`src/rtl/pipeline_ctrl_if.sv`:
```
// Pipeline-controller bundle: stall requests and exception info in, stall/flush/redirect out.
// The pipeline side uses the master modport; the controller uses the slave modport.
interface pipeline_ctrl_if;
    logic        stallreq_id;
    logic        stallreq_ex;
    logic        stallreq_mem;
    logic [31:0] excepttype_i;
    logic [31:0] cp0_epc_i;
    logic [5:0]  stall;
    logic        flush;
    logic [31:0] new_pc;
    logic        bus_err_o;
    logic [31:0] stall_cnt;

    modport master (
        output stallreq_id, stallreq_ex, stallreq_mem, excepttype_i, cp0_epc_i,
        input  stall, flush, new_pc, bus_err_o, stall_cnt
    );

    modport slave (
        input  stallreq_id, stallreq_ex, stallreq_mem, excepttype_i, cp0_epc_i,
        output stall, flush, new_pc, bus_err_o, stall_cnt
    );
endinterface

```
`src/rtl/pipeline_ctrl.sv`:
```
// Central 5-stage pipeline controller: stall merging, exception/ERET flush and redirect,
// MEM-stall watchdog that forces a bus-error redirect, and a stall-cycle counter.
module pipeline_ctrl #(
    parameter logic [31:0] EBASE       = 32'h0000_0020,
    parameter int          TIMEOUT     = 16,
    parameter int          LOCK_CYCLES = 1
) (
    input  logic           clk,
    input  logic           rst,
    pipeline_ctrl_if.slave bus,
    output logic           dbg_state_o
);

    typedef enum logic {
        RUN     = 1'b0,
        LOCKOUT = 1'b1
    } state_t;

    localparam logic [31:0] ERET_CODE = 32'h0000_000e;
    localparam logic [15:0] WD_LAST   = 16'(TIMEOUT - 1);
    localparam logic [3:0]  LOCK_INIT = 4'(LOCK_CYCLES - 1);

    state_t      state_q, state_d;
    logic [15:0] wd_q, wd_d;
    logic [3:0]  lock_q, lock_d;
    logic [31:0] cnt_q, cnt_d;

    logic [5:0]  stall_c;
    logic        flush_c;
    logic [31:0] new_pc_c;
    logic        bus_err_c;

    always_comb begin
        stall_c   = 6'b000000;
        flush_c   = 1'b0;
        new_pc_c  = 32'h0;
        bus_err_c = 1'b0;
        state_d   = state_q;
        wd_d      = wd_q;
        lock_d    = lock_q;

        if (state_q == RUN) begin
            if (bus.excepttype_i != 32'h0) begin
                // Exception wins over the watchdog and every stall request.
                flush_c  = 1'b1;
                new_pc_c = (bus.excepttype_i == ERET_CODE) ? bus.cp0_epc_i : EBASE;
                state_d  = LOCKOUT;
                lock_d   = LOCK_INIT;
                wd_d     = 16'h0;
            end else if (bus.stallreq_mem && (wd_q == WD_LAST)) begin
                flush_c   = 1'b1;
                new_pc_c  = EBASE;
                bus_err_c = 1'b1;
                state_d   = LOCKOUT;
                lock_d    = LOCK_INIT;
                wd_d      = 16'h0;
            end else begin
                if (bus.stallreq_mem) begin
                    stall_c = 6'b011111;
                end else if (bus.stallreq_ex) begin
                    stall_c = 6'b001111;
                end else if (bus.stallreq_id) begin
                    stall_c = 6'b000111;
                end
                wd_d = bus.stallreq_mem ? (wd_q + 16'd1) : 16'h0;
            end
        end else begin
            // Requests seen here belong to squashed instructions.
            wd_d = 16'h0;
            if (lock_q == 4'd0) begin
                state_d = RUN;
            end else begin
                lock_d = lock_q - 4'd1;
            end
        end

        if (rst) begin
            stall_c   = 6'b000000;
            flush_c   = 1'b0;
            new_pc_c  = 32'h0;
            bus_err_c = 1'b0;
        end

        cnt_d = stall_c[0] ? (cnt_q + 32'd1) : cnt_q;
    end

    always_ff @(posedge clk) begin
        if (rst) begin
            state_q <= RUN;
            wd_q    <= 16'h0;
            lock_q  <= 4'd0;
            cnt_q   <= 32'h0;
        end else begin
            state_q <= state_d;
            wd_q    <= wd_d;
            lock_q  <= lock_d;
            cnt_q   <= cnt_d;
        end
    end

    assign bus.stall     = stall_c;
    assign bus.flush     = flush_c;
    assign bus.new_pc    = new_pc_c;
    assign bus.bus_err_o = bus_err_c;
    assign bus.stall_cnt = rst ? 32'h0 : cnt_q;
    assign dbg_state_o   = rst ? 1'b0 : (state_q == LOCKOUT);

endmodule

```
`src/flat_wrapper.sv`:
```
// flat-port wrapper written by rule: the top's interface ports become plain ports
module pipeline_ctrl_flat 
#(
    parameter logic [31:0] EBASE       = 32'h0000_0020,
    parameter int          TIMEOUT     = 16,
    parameter int          LOCK_CYCLES = 1
)
  (clk, rst, dbg_state_o, bus_stallreq_id, bus_stallreq_ex, bus_stallreq_mem, bus_excepttype_i, bus_cp0_epc_i, bus_stall, bus_flush, bus_new_pc, bus_bus_err_o, bus_stall_cnt);
  pipeline_ctrl_if bus_i ();
  input  logic clk;
  input  logic rst;
  output logic dbg_state_o;
  input wire logic [$bits(bus_i.stallreq_id)-1:0] bus_stallreq_id;
  input wire logic [$bits(bus_i.stallreq_ex)-1:0] bus_stallreq_ex;
  input wire logic [$bits(bus_i.stallreq_mem)-1:0] bus_stallreq_mem;
  input wire logic [$bits(bus_i.excepttype_i)-1:0] bus_excepttype_i;
  input wire logic [$bits(bus_i.cp0_epc_i)-1:0] bus_cp0_epc_i;
  output wire logic [$bits(bus_i.stall)-1:0] bus_stall;
  output wire logic [$bits(bus_i.flush)-1:0] bus_flush;
  output wire logic [$bits(bus_i.new_pc)-1:0] bus_new_pc;
  output wire logic [$bits(bus_i.bus_err_o)-1:0] bus_bus_err_o;
  output wire logic [$bits(bus_i.stall_cnt)-1:0] bus_stall_cnt;
  assign bus_i.stallreq_id = bus_stallreq_id;
  assign bus_i.stallreq_ex = bus_stallreq_ex;
  assign bus_i.stallreq_mem = bus_stallreq_mem;
  assign bus_i.excepttype_i = bus_excepttype_i;
  assign bus_i.cp0_epc_i = bus_cp0_epc_i;
  assign bus_stall = bus_i.stall;
  assign bus_flush = bus_i.flush;
  assign bus_new_pc = bus_i.new_pc;
  assign bus_bus_err_o = bus_i.bus_err_o;
  assign bus_stall_cnt = bus_i.stall_cnt;
  pipeline_ctrl #(.EBASE(EBASE), .TIMEOUT(TIMEOUT), .LOCK_CYCLES(LOCK_CYCLES)) u_core (.clk(clk), .rst(rst), .bus(bus_i), .dbg_state_o(dbg_state_o));
endmodule
```
`config.mk`:
```
export PLATFORM = sky130hd
export DESIGN_NAME = pipeline_ctrl_flat
export DESIGN_NICKNAME = d
export VERILOG_FILES = /design/src/rtl/pipeline_ctrl_if.sv /design/src/rtl/pipeline_ctrl.sv /design/src/flat_wrapper.sv
export SDC_FILE = /design/constraint.sdc
export NUM_CORES = 1
export LEC_CHECK = 0
export CAP_MARGIN = 20
export CELL_PAD_IN_SITES_DETAIL_PLACEMENT = 2
export CELL_PAD_IN_SITES_GLOBAL_PLACEMENT = 2
export CORE_AREA = 2 2 121 123
export CTS_BUF_LIST = sky130_fd_sc_hd__clkbuf_8
export DETAILED_ROUTE_END_ITERATION = 8
export DIE_AREA = 0 0 123 125
export GPL_TIMING_DRIVEN = 0
export PLACE_DENSITY_LB_ADDON = 0.1
export SLEW_MARGIN = 20
export SYNTH_ARGS = -nofsm -noshare
export SYNTH_HDL_FRONTEND = slang
export SYNTH_SLANG_ARGS = --single-unit
export TNS_END_PERCENT = 50
```
`constraint.sdc`:
```
create_clock -name clk -period 3.2 [get_ports clk]
set_input_delay 0.64 -clock clk [delete_from_list [all_inputs] [get_ports clk]]
set_output_delay 0.64 -clock clk [all_outputs]
set_load 0.02 [all_outputs]
```
### Yosys cells after proc, flatten, opt, wreduce, memory -nomap -nowiden

Index checks and enable logic that the tools add are counted.
Widths: inputs -> output; s select.

| storage, ports and cells | value |
|---|---|
| flip-flop bits (word level) | 53 |
| output and inout bits | 73 |
| word-level logic and storage cells | 44 |

| cells by class | value |
|---|---|
| $add $sub $neg | 3 |
| eq/ne operators | 3 |
| multiplexer cells | 27 |
| bitwise operators | 1 |
| reductions and logical operators | 6 |

Operators by type and width:

| cell | number |
|---|---|
| $mux 32 | 5 |
| $mux 6 | 7 |
| $add 32x1->32 const B | 1 |
| $eq 32x4->1 const B | 1 |
| $reduce_bool 32->1 | 1 |
| $add 16x1->16 const B | 1 |
| $eq 16x4->1 const B | 1 |
| $mux 4 | 4 |
| $mux 1 | 10 |
| $reduce_or 5->1 | 1 |
| $logic_not 4->1 | 1 |
| $sub 4x1->4 const B | 1 |
| $mux 3 | 1 |
| $reduce_bool 3->1 | 1 |
| $ne 2x2->1 const B | 1 |
| $reduce_and 2->1 | 1 |
| $logic_and 1x1->1 | 1 |
| $not 1->1 | 1 |

### Depth between registers and ports, before layout

| logic depth | value |
|---|---|
| depth in word-level cells | 7 |
| gate-level depth with buffers | 9 |
| mapped depth without buffers | 6 |

### Worst setup path before layout

Ideal clock, no wire load.

| path | value |
|---|---|
| path kind | register to output |
| start | register u_core.wd_q[12] |
| end | output bus_new_pc[5] |
| arrival time | 2.505 ns |
| data required time | 2.560 ns |
| path slack | 0.055 ns |
| stages on the path, launching flop included | 6 |
| path buffers | 1 |
| path through | dfxtp_1 or4_1 or4_4 buf_6 a211oi_1 o31a_1 |

| on the way | value |
|---|---|
| longest elaborated chain between the ends | 6 |

RTL lines:

| item | RTL line | RTL |
|---|---|---|
| start: declaration | pipeline_ctrl.sv:24 | `logic [15:0] wd_q, wd_d;` |
| start signal: assignment | pipeline_ctrl.sv:95 | `wd_q <= wd_d;` |
| $eq 16x4->1 | pipeline_ctrl.sv:50 | `end else if (bus.stallreq_mem && (wd_q == WD_LAST)) begin` |
| $logic_and 1x1->1 | pipeline_ctrl.sv:50 |  |
| $mux 6 | pipeline_ctrl.sv:50 |  |
| $mux 32 | pipeline_ctrl.sv:43 | `if (bus.excepttype_i != 32'h0) begin` |
| $mux 32 | pipeline_ctrl.sv:42 | `if (state_q == RUN) begin` |
| $mux 32 | pipeline_ctrl.sv:77 | `if (rst) begin` |
| end: declaration | flat_wrapper.sv:20 | `output wire logic [$bits(bus_i.new_pc)-1:0] bus_new_pc;` |

Every way passes these cells.

### Final worst setup path

| path | value |
|---|---|
| start | register u_core.wd_q[12] |
| end | output bus_stall[4] |

| on the way | value |
|---|---|
| longest elaborated chain between the ends | 6 |

RTL lines:

| item | RTL line | RTL |
|---|---|---|
| $eq 16x4->1 | pipeline_ctrl.sv:50 |  |
| $logic_and 1x1->1 | pipeline_ctrl.sv:50 |  |
| $mux 6 | pipeline_ctrl.sv:50 |  |
| $mux 6 | pipeline_ctrl.sv:43 |  |
| $mux 6 | pipeline_ctrl.sv:42 |  |
| $mux 6 | pipeline_ctrl.sv:77 |  |
| end: declaration | flat_wrapper.sv:18 | `output wire logic [$bits(bus_i.stall)-1:0] bus_stall;` |

Every way passes these cells.

==> results <==
-- cell usage in the layout (no fill, tap or decap), drive strengths merged, types with 14 or more instances in the layout --
master         instances
buf                   64
clkbuf                19
a21oi                 27
nand3                 21
nand4                 18
nand2                 16
o31ai                 14
nor2                  40
clkdlybuf4s50         71
or4                   19
and2                  32
nor2b                 31
dfxtp                 53
dlygate4sd2           16
-- Yosys cell counts, drive strengths merged --
library cell,instances,share of area
and4b,1,0.0034
and2,32,0.060
buf,16,0.040
ha,3,0.011
o41ai,1,0.0026
o31a,1,0.0026
and3,5,0.0094
o31ai,14,0.033
a211oi,1,0.0023
nor2,40,0.047
and4,6,0.016
or3,12,0.024
inv,8,0.0091
nand2,16,0.018
or4,19,0.049
mux2i,1,0.0030
conb,1,0.0011
nor3,13,0.024
mux2,6,0.026
nor3b,2,0.0045
dfxtp,53,0.32
a21oi,27,0.052
nor4,11,0.021
nand3,21,0.032
clkbuf,11,0.012
nand2b,1,0.0019
nand4b,1,0.0026
xnor2,5,0.013
or4b,1,0.0030
nor2b,31,0.058
xor2,11,0.029
o21ai,13,0.023
nand4,18,0.045
-- worst paths after layout --
| kind | startpoint | end | slack [ps] | cells after the start |
|---|---|---|---|---|
| max | u_core.wd_q[12] | bus_stall[4] | 80 | 6 |
| min | u_core.wd_q[0] | u_core.wd_q[0] | 470 | 1 |
| max reg2reg | u_core.wd_q[11] | u_core.cnt_q[31] | 600 | 8 |
| min reg2reg | u_core.wd_q[0] | u_core.wd_q[0] | 470 | 1 |
-- layer usage --
layer | up-vias | wire [µm] | GRT usage
met5 | - | 0 | 0
met4 | 0 | 131 | 0.0381
met3 | 7 | 338 | 0.0301
met2 | 47 | 7470 | 0.332
met1 | 1810 | 5450 | 0.204
li1 | 1758 | - | -
-- critical path, stage by stage, from the launching register on --
cell and delay (ps):
dfxtp_4 370, or4_4 540, or4_2 700, nand2b_1 130, buf_6 180, inv_1 50, buf_2 150
-- kinds of logic after synthesis --
logic type / Yosys count
mux: 7
xor+xnor: 16
other cells: 1
flops: 53
buf+inv: 35
compound gates: 57
simple gates: 230
fa+ha+maj: 3
-- sequential cells by signal (all words and copies together), names as in the netlist --
name and cells:
u_core.state_q 1, u_core.lock_q 4, u_core.wd_q 16, u_core.cnt_q 32
-- what timing repair did --
action / CTS / global route
pin swaps: 11 / 15
gates resized for setup: 211 / 47
setup buffers: 7 / 8
setup endpoints to repair: 66 / 36
cloned: 2 / 0
-- final cells by class --
cell class                 count  share of cell area
buffer                        25              0.0437
clock buffer                   6              0.0157
clock inverter                 1             0.00143
inverter                       8             0.00571
multi-input combinational    314               0.415
sequential                    53               0.203
tap                          184              0.0437
timing repair buffer         157               0.272
-- power by group --
group	switching, W	total (W)	internal, W
Clock	0.000253	0.000425	0.000172
Sequential	0.000000191	0.000659	0.000659
Combinational	0.0000605	0.000142	0.0000812
-- stage by stage --
stage	instances	utilization	power, W
final	748	0.371	0.00123
after global routing	748	0.371	0.00128
after floorplan	402	-	0.000708
after global placement	726	0.348	0.000810
after CTS	741	0.360	0.00124
after detailed placement	726	0.348	0.000814
==> out/qor.txt <==
global-route wire length before repair -> 21200 µm
category of the critical setup timing path -> reg2out
detailed placer's ending HPWL -> 10200 µm
effective utilization at floorplan -> 0.233
post-route ant nets -> 0
largest fanout of any net on the critical path -> 17
outcome -> finished clean
footprint of the multi-input gates -> 0.00218 mm²
number of buffers inserted during clock tree synthesis -> 5
Die Footprint -> 0.0154 mm²
worst clock skew on the final layout -> 9.41 ps
DR WL/cell -> 17.9 µm
Hold Buf Count CTS -> 0
DRC violation total after the first TritonRoute iteration -> 127
die height -> 125 µm
Vias per Instance -> 4.84
Max H-tree Level -> 2
number of top-level pins -> 142
required time of the worst setup path -> 2560 ps
share of synthesized area occupied by flip-flops and latches -> 0.320
Fill cells -> 1631
dpl ws -> -1330 ps
multiplexer area fraction after synthesis -> 0.0291
std cell rows -> 44
Max Fclk -> 0.321 GHz
number of design rule violations left after detail routing -> 0
area of all placed cells without fillers -> 0.00526 mm²
warnings from Yosys -> 0
GRT Total Usage -> 0.176
Setup TNS Final -> 0 ps
final hold vios -> 0
setup repair after global routing missed its margin -> true
buffer cell driving the clock tree root -> clkbuf_8
pin count of the biggest net entering global routing -> 18
sort of element at the start of the critical path -> flip-flop
post-synthesis to final-layout area growth -> 58.7%
synthesized cell area -> 0.00332 mm²
final routed wirelength across all metal layers -> 13400 µm
transition time at the pin with the least slew margin -> 747 ps
CTS tree -> yes
total core area -> 0.0142 mm²
arrival time worst endpoint -> 2480 ps
XOR/XNOR share of the synthesized area -> 0.0423
basic-gate share of the synthesized area counting and, or, nand and nor cells -> 0.419
Netlist cell types -> 50
initial antenna violation count -> 0
Worst Setup Slack, final -> 83.4 ps
number of sinks handled by clock tree synthesis -> 53
main combinational cell family by area after synthesis -> simple AND/OR/NAND/NOR gates
clock latency on the worst-skew pair -> 340 ps
register area -> 0.00107 mm²
path type of the worst min-delay path -> reg2reg
CTS max path bufs -> 2
Min Hold Slack -> 475 ps
post-synthesis compound-gate area fraction -> 0.116
share of post-route cells with drive strength above 1 -> 0.261
synthesized-area fraction occupied by adder cells -> 0.0113
Final GP Congestion -> 0.744
final number of setup-violating endpoints -> 0
CP endpoint kind -> output pin
total leakage power -> 1.99 nW
average instance area after synthesis -> 8.25 µm²
highest ir drop seen on vdd -> 0.000148 V
PortBufs -> 140
instance area after placement -> 0.00495 mm²
worst slew slack as a fraction of its limit -> 0.497
crit path time final -> 3120 ps
number of optimization iterations in the first detailed-route pass -> 4
vias in the first global route -> 3955
number of flip-flops and latches in the synthesized netlist -> 53
period utilisation layout -> 0.974
remaining global-route overflow -> 0
max-slew violation total from the final report -> 0
Vias -> 3622
cells after synthesis -> 402
x dimension of the die -> 123 µm
number of inserted diodes -> 0
Clock transition at path regs -> 100 ps
power density over the cells -> 233 mW/mm²
Post-Synthesis Net Count -> 474
maximum capacitance violations -> 0
number of nets in the layout -> 636
(Power assumes the default switching activity.)
